<file path="config.mk">
export PLATFORM = sky130hd
export DESIGN_NAME = edge_stim_gen
export DESIGN_NICKNAME = d
export VERILOG_FILES = /design/src/rtl/edge_stim_gen.sv
export SDC_FILE = /design/constraint.sdc
export NUM_CORES = 1
export LEC_CHECK = 0
export ABC_AREA = 1
export CORE_MARGIN = 2
export CORE_UTILIZATION = 25
export CTS_CLUSTER_DIAMETER = 40
export DETAILED_ROUTE_END_ITERATION = 7
export SETUP_SLACK_MARGIN = 0.1
export SKIP_LAST_GASP = 1
export SYNTH_ARGS = -nofsm -noshare
export SYNTH_HDL_FRONTEND = slang
export SYNTH_SLANG_ARGS = --single-unit
</file>
<file path="constraint.sdc">
create_clock -name clk -period 2.3 [get_ports clk]
set_input_delay 0.46 -clock clk [delete_from_list [all_inputs] [get_ports clk]]
set_output_delay 0.46 -clock clk [all_outputs]
set_load 0.03 [all_outputs]
</file>
<file path="src/rtl/edge_stim_gen.sv">
// edge_stim_gen: command-driven waveform generator. Each accepted command
// drives cmd_level on `signal` for cmd_hold+1 cycles; back-to-back commands
// chain with no bubble. Counts accepted commands that changed the level.
module edge_stim_gen #(
  parameter int WIDTH  = 1,
  parameter int HOLD_W = 8,
  parameter int CNT_W  = 16
) (
  input  logic              clk,
  input  logic              n_rst,
  input  logic              cmd_valid,
  output logic              cmd_ready,
  input  logic [WIDTH-1:0]  cmd_level,
  input  logic [HOLD_W-1:0] cmd_hold,
  output logic [WIDTH-1:0]  signal,
  output logic              busy,
  output logic              done,
  output logic [CNT_W-1:0]  change_cnt
);

  typedef enum logic {IDLE, HOLD} state_t;

  state_t            state;
  state_t            state_nxt;
  logic [HOLD_W-1:0] count;
  logic [HOLD_W-1:0] count_nxt;
  logic              done_nxt;
  logic              accept;

  // Saturating increment: the change counter sticks at all-ones.
  function automatic logic [CNT_W-1:0] sat_inc(input logic [CNT_W-1:0] v);
    return (&v) ? v : v + CNT_W'(1);
  endfunction

  // Ready in IDLE or on the last hold cycle, so the next command loads seamlessly.
  always_comb begin
    cmd_ready = n_rst && ((state == IDLE) || (count == '0));
    accept    = cmd_valid && cmd_ready;
  end

  // Next-state logic: load on acceptance, count down while holding, go idle with a done pulse.
  always_comb begin
    state_nxt = state;
    count_nxt = count;
    done_nxt  = 1'b0;
    if (accept) begin
      state_nxt = HOLD;
      count_nxt = cmd_hold;
    end else if (state == HOLD) begin
      if (count != '0) begin
        count_nxt = count - HOLD_W'(1);
      end else begin
        state_nxt = IDLE;
        done_nxt  = 1'b1;
      end
    end
  end

  // Control registers; reset aborts any command in flight without a done pulse.
  always_ff @(posedge clk) begin
    if (!n_rst) begin
      state <= IDLE;
      count <= '0;
      busy  <= 1'b0;
      done  <= 1'b0;
    end else begin
      state <= state_nxt;
      count <= count_nxt;
      busy  <= (state_nxt == HOLD);
      done  <= done_nxt;
    end
  end

  // Output level and change counter, updated only when a command is accepted.
  always_ff @(posedge clk) begin
    if (!n_rst) begin
      signal     <= '0;
      change_cnt <= '0;
    end else if (accept) begin
      signal <= cmd_level;
      if (cmd_level != signal) begin
        change_cnt <= sat_inc(change_cnt);
      end
    end
  end

endmodule

</file>
=== Yosys cells after proc, flatten, opt, wreduce, memory -nomap -nowiden ===
Cells that the tools add are included.

* Reductions and logical operators: 11
* Equality and inequality tests: 1
* Div/mod/pow operators: 0
* $lt $le $gt $ge: 0
* Bitwise operators: 3
* $add $sub $neg: 2
* Shift operators: 0
* Multiplexer cells: 7
* Multiply operators: 0

{| class="wikitable"
|+ Operator list
! cell !! number
|-
| $mux W8 || 3
|-
| $add A16 B1 Y16 const B || 1
|-
| $reduce_and A16 Y1 || 1
|-
| $logic_not A8 Y1 || 1
|-
| $reduce_bool A8 Y1 || 1
|-
| $sub A8 B1 Y8 const B || 1
|-
| $mux W1 || 4
|-
| $reduce_bool A2 Y1 || 2
|-
| $not A1 Y1 || 3
|-
| $reduce_and A3 Y1 || 1
|-
| $reduce_or A3 Y1 || 1
|-
| $logic_and A1 B1 Y1 || 2
|-
| $reduce_and A2 Y1 || 1
|-
| $logic_or A1 B1 Y1 || 1
|-
| $ne A1 B1 Y1 || 1
|}

* Bits in read-only memories: 0
* Logic and storage cells: 29
* Memory bits (writable): 0
* Memories: 0
* Latch bits: 0
* Input port bits: 12
* Register bits after elaboration: 27
* Output and inout bits: 20

=== Longest topological paths before layout ===
* Word-level depth: 6
* Gate-level depth with buffers: 11
* Mapped depth without buffers: 11

=== Worst setup path before layout ===
No wires, ideal clock.

* Kind: reg-to-reg
* From: reg change_cnt[1]
* To: reg change_cnt[2]
* Path buffers: 1
* Library setup time: 0.132 ns
* Data arrival time: 1.689 ns
* Cell stages (with the launch flop): 10
* Data required time: 2.168 ns
* Setup slack: 0.478 ns
* Period minus slack after synthesis: 1.822 ns
* Cell sequence: dfxtp_1 -> ha_1 -> nand3_1 -> nor2_2 -> nand4_2 -> inv_1 -> nor2_4 -> buf_6 -> nand3_1 -> a21oi_1

* Word-level cells in the longest chain between the ends: 3
* Elaborated cells on any way between the ends: 4
* Classes of those cells: add/sub (1); bitwise (1); reduce/logical (2)

{| class="wikitable"
|+ RTL lines
! item !! RTL line !! source
|-
| from (decl) || 18 || <nowiki>output logic [CNT_W-1:0] change_cnt</nowiki>
|-
| from (signal assigned) || 82 || <nowiki>change_cnt <= sat_inc(change_cnt);</nowiki>
|-
| branches (longest 3 deep; another with $add A16 B1 Y16) || n/a ||
|}

Parallel ways; which one is timed is not known.
A chain may end at the register's enable or synchronous reset.

=== Worst setup path in the final report ===
* From: reg count[0]
* To: out cmd_ready

* Word-level cells in the longest chain between the ends: 3

{| class="wikitable"
|+ RTL lines
! item !! RTL line !! source
|-
| from (decl) || 25 || <nowiki>logic [HOLD_W-1:0] count;</nowiki>
|-
| from (signal assigned) || 68 || <nowiki>count <= count_nxt;</nowiki>
|-
| $logic_not A8 Y1 || 37 || <nowiki>cmd_ready = n_rst && ((state == IDLE) || (count == '0));</nowiki>
|-
| $logic_or A1 B1 Y1 || 37 ||
|-
| $logic_and A1 B1 Y1 || 37 ||
|-
| to (decl) || 12 || <nowiki>output logic cmd_ready,</nowiki>
|}

No other way between the ends.

==> impl_metrics.json <==
{
  "grt_usage_pct": 11.3,
  "grt_pass1_vias": 1515,
  "portBuffers": 31,
  "num_vias": 1649,
  "synth.avg_cell_area_sq_um": 6.57,
  "die-height_um": 86.0,
  "area_growth_pct": 26.9,
  "drive_above_1_share_pct": 7.27,
  "cts_hold_buf": 0,
  "p_seq_share_pct": 41.9,
  "grt_max_degree": 18,
  "cts.sinks": 27,
  "cts_tree": "yes",
  "crit_required_ns": 1.84,
  "htree_levels": 1,
  "path_cells": "inv_1, ha_1, nand2_1, nor2_1, nor2_4, nor2_4, buf_4",
  "fp.dieW_um": 86.0,
  "grt_pass1_wl_um": 6910,
  "die_area_sq_um": 7400,
  "synth_top_area_share_pct": 32.1,
  "fin_area_sq_um": 2130,
  "path_class": "register to primary output",
  "core_sq_um": 6420,
  "ys_seq_area_share_pct": 32.1,
  "finalCritPeriodShare_pct": 88.4,
  "worst_pin_slew_ns": 0.376,
  "skew_ns": 0.0122,
  "critPathLaunchType": "register",
  "fp-row-count": 29,
  "antenna_found_initial": 0,
  "first_pass_iters": 4,
  "start_util_pct": 26.2,
  "grt-ovfl-total": 0,
  "hold_class": "register to register",
  "synth.distinct_cells": 27,
  "syn-instance-count": 256,
  "hpwl_um": 2950,
  "reg2reg_slack_ns": 0.59,
  "report.final.slew_viol_count": 0,
  "yosysWarnings": 0,
  "totalWireLength_um": 3970,
  "leakagePower_uw": 0.000880,
  "grt_setup_unrepaired": "no",
  "cp_common_cell": "nor2_4",
  "place_ws_ns": 0.330,
  "finalSetupTns_ns": 0,
  "drcViolationCount": 0,
  "wl_per_cell_um": 10.8,
  "p_int_uw": 826,
  "via_per_inst": 4.51,
  "combPwrFrac_pct": 35.7,
  "finalWorstSetupSlack_ns": 0.268,
  "cp_slowest_stage_delay_ns": 0.33,
  "fill_cells": 683,
  "synth.area.top_cells": "dfxtp_1, nand2_1, nand3_1",
  "critPathMaxFanout": 7,
  "antenna_left": 0,
  "powerDensity_nw_per_um2": 620,
  "dpl_cell_area_sq_um": 2080,
  "power_switching_uw": 498,
  "synth-seq-cells": 27,
  "status": "finished, final reports clean",
  "crit_path_end_kind": "primary output",
  "clk_latency_ns": 0.28,
  "synth_area_sq_um": 1680,
  "critPathArrivalTime_ns": 1.57,
  "min_period_ns": 2.03,
  "worst_ir_drop_vdd_mv": 0.275,
  "fin_nets": 305,
  "finalSetupViolCount": 0,
  "synth_area_leader_cell": "dfxtp_1",
  "hold_violations": 0,
  "synth_common_cells": "nand2_1, nand3_1, nor2_1",
  "crit_path_top_delay_cell": "dfxtp_1",
  "cts_made_buffers": 3,
  "max_freq_mhz": 492,
  "synth_fp_nets": 271,
  "gp_congestion": 0.803,
  "sw_frac_of_total_pct": 37.6,
  "clk_pin_slew_ns": 0.10,
  "synth_edf_count": 0,
  "ys.flop_type": "dfxtp_1",
  "drt_iter0_drc": 61,
  "cts_buffer_depth": 2,
  "yosysMostFrequentCell": "nand2_1",
  "power_uw": 1320,
  "final_core_util_pct": 33.2,
  "clkPwrFrac_pct": 22.4,
  "cts-root-buf": "clkbuf_8",
  "relSlewSlack_pct": 74.9,
  "ys_async_sr_fraction_pct": 0,
  "antenna_cells": 0,
  "ios": 32,
  "cap_violations": 0
}
-- final timing paths --
kind / startpoint / to / cells after the start
worst max-delay path: count[0] / cmd_ready / 7
worst min-delay path: signal / signal / 2
worst max register to register: change_cnt[0] / change_cnt[10] / 7
worst min register to register: signal / signal / 2
-- cell families (layout without fill, tap and decap cells) --
family                   Yosys count  count (layout)  synth area share, %
AO/OA/AOI/OAI                     25              25                 7.74
XOR/XNOR                          14              14                 7.29
adder cells (fa/ha/maj)            3               3                 2.23
buffers and inverters             35              68                 8.85
flip-flops                        27              27                 32.1
AND/OR/NAND/NOR                  152             152                 41.7
-- power groups by stage --
| stage | logic, uW | clock network, uW | registers [uW] |
|---|---|---|---|
| detailed placement | 470 | 0 | 565 |
| finish | 473 | 297 | 555 |
| CTS | 472 | 313 | 555 |
| floorplan | 342 | 0 | 573 |
| global route | 546 | 331 | 562 |
| global placement | 464 | 0 | 565 |
-- what timing repair did --
| action | CTS | global route |
|---|---|---|
| setup buffers | 0 | 0 |
| gates resized for setup | 0 | 1 |
| setup endpoints to repair | 0 | 1 |
-- final cells by class --
class / instances / area [sq um] / area share [%]
Multi-Input combinational cell: 194 / 997 / 46.7
Sequential cell: 27 / 541 / 25.3
Timing Repair Buffer: 36 / 345 / 16.2
Inverter: 28 / 105 / 4.92
Tap cell: 77 / 96.3 / 4.51
Clock buffer: 3 / 41.3 / 1.93
Clock inverter: 1 / 8.76 / 0.410
-- stage by stage --
step | hold WS [ns] | instances
2_1_floorplan | 0.507 | 256
3_3_place_gp | 0.479 | 362
3_5_place_dp | 0.490 | 362
4_1_cts | 0.507 | 366
5_1_grt | 0.562 | 366
6_report | 0.501 | 366
-- state kept, by name, indices dropped and copies added (netlist names) --
signal,cells
done,1
signal,1
state,1
count,8
change_cnt,16
-- routing by layer --
metal  wire length, um  global-route usage, %  vias to the layer above  part of all wire (%)
li1                  -                      -                      888                     -
met2              1770                   18.1                       32                    45
met1              2010                   15.7                      727                    51
met5                 0                      0                        -                     0
met3               176                   1.92                        2                   4.4
met4                14                   2.60                        0                  0.35
-- layout by cell type (no fill, tap or decap), types with 2 or more instances in the layout --
cell	count
buf_4	6
nand3_1	34
nand3b_1	3
xor2_1	5
a21oi_1	17
inv_1	27
nor2_2	2
nor2_4	3
xnor2_1	9
o21ai_0	6
ha_1	3
nand4_1	5
dfxtp_1	27
clkdlybuf4s50_1	30
nor2_1	29
nand2_1	68
nor3_1	2
clkbuf_8	3
-- worst max-delay path: cells and delay by family (launching register included) --
| family | cells | cell delay (ns) |
|---|---|---|
| and+or+nand+nor | 4 | 0.51 |
| buffers and inverters | 2 | 0.29 |
| DFF | 1 | 0.33 |
| adders and majority gates | 1 | 0.16 |
Note: power is estimated with default switching activity, not from simulation.
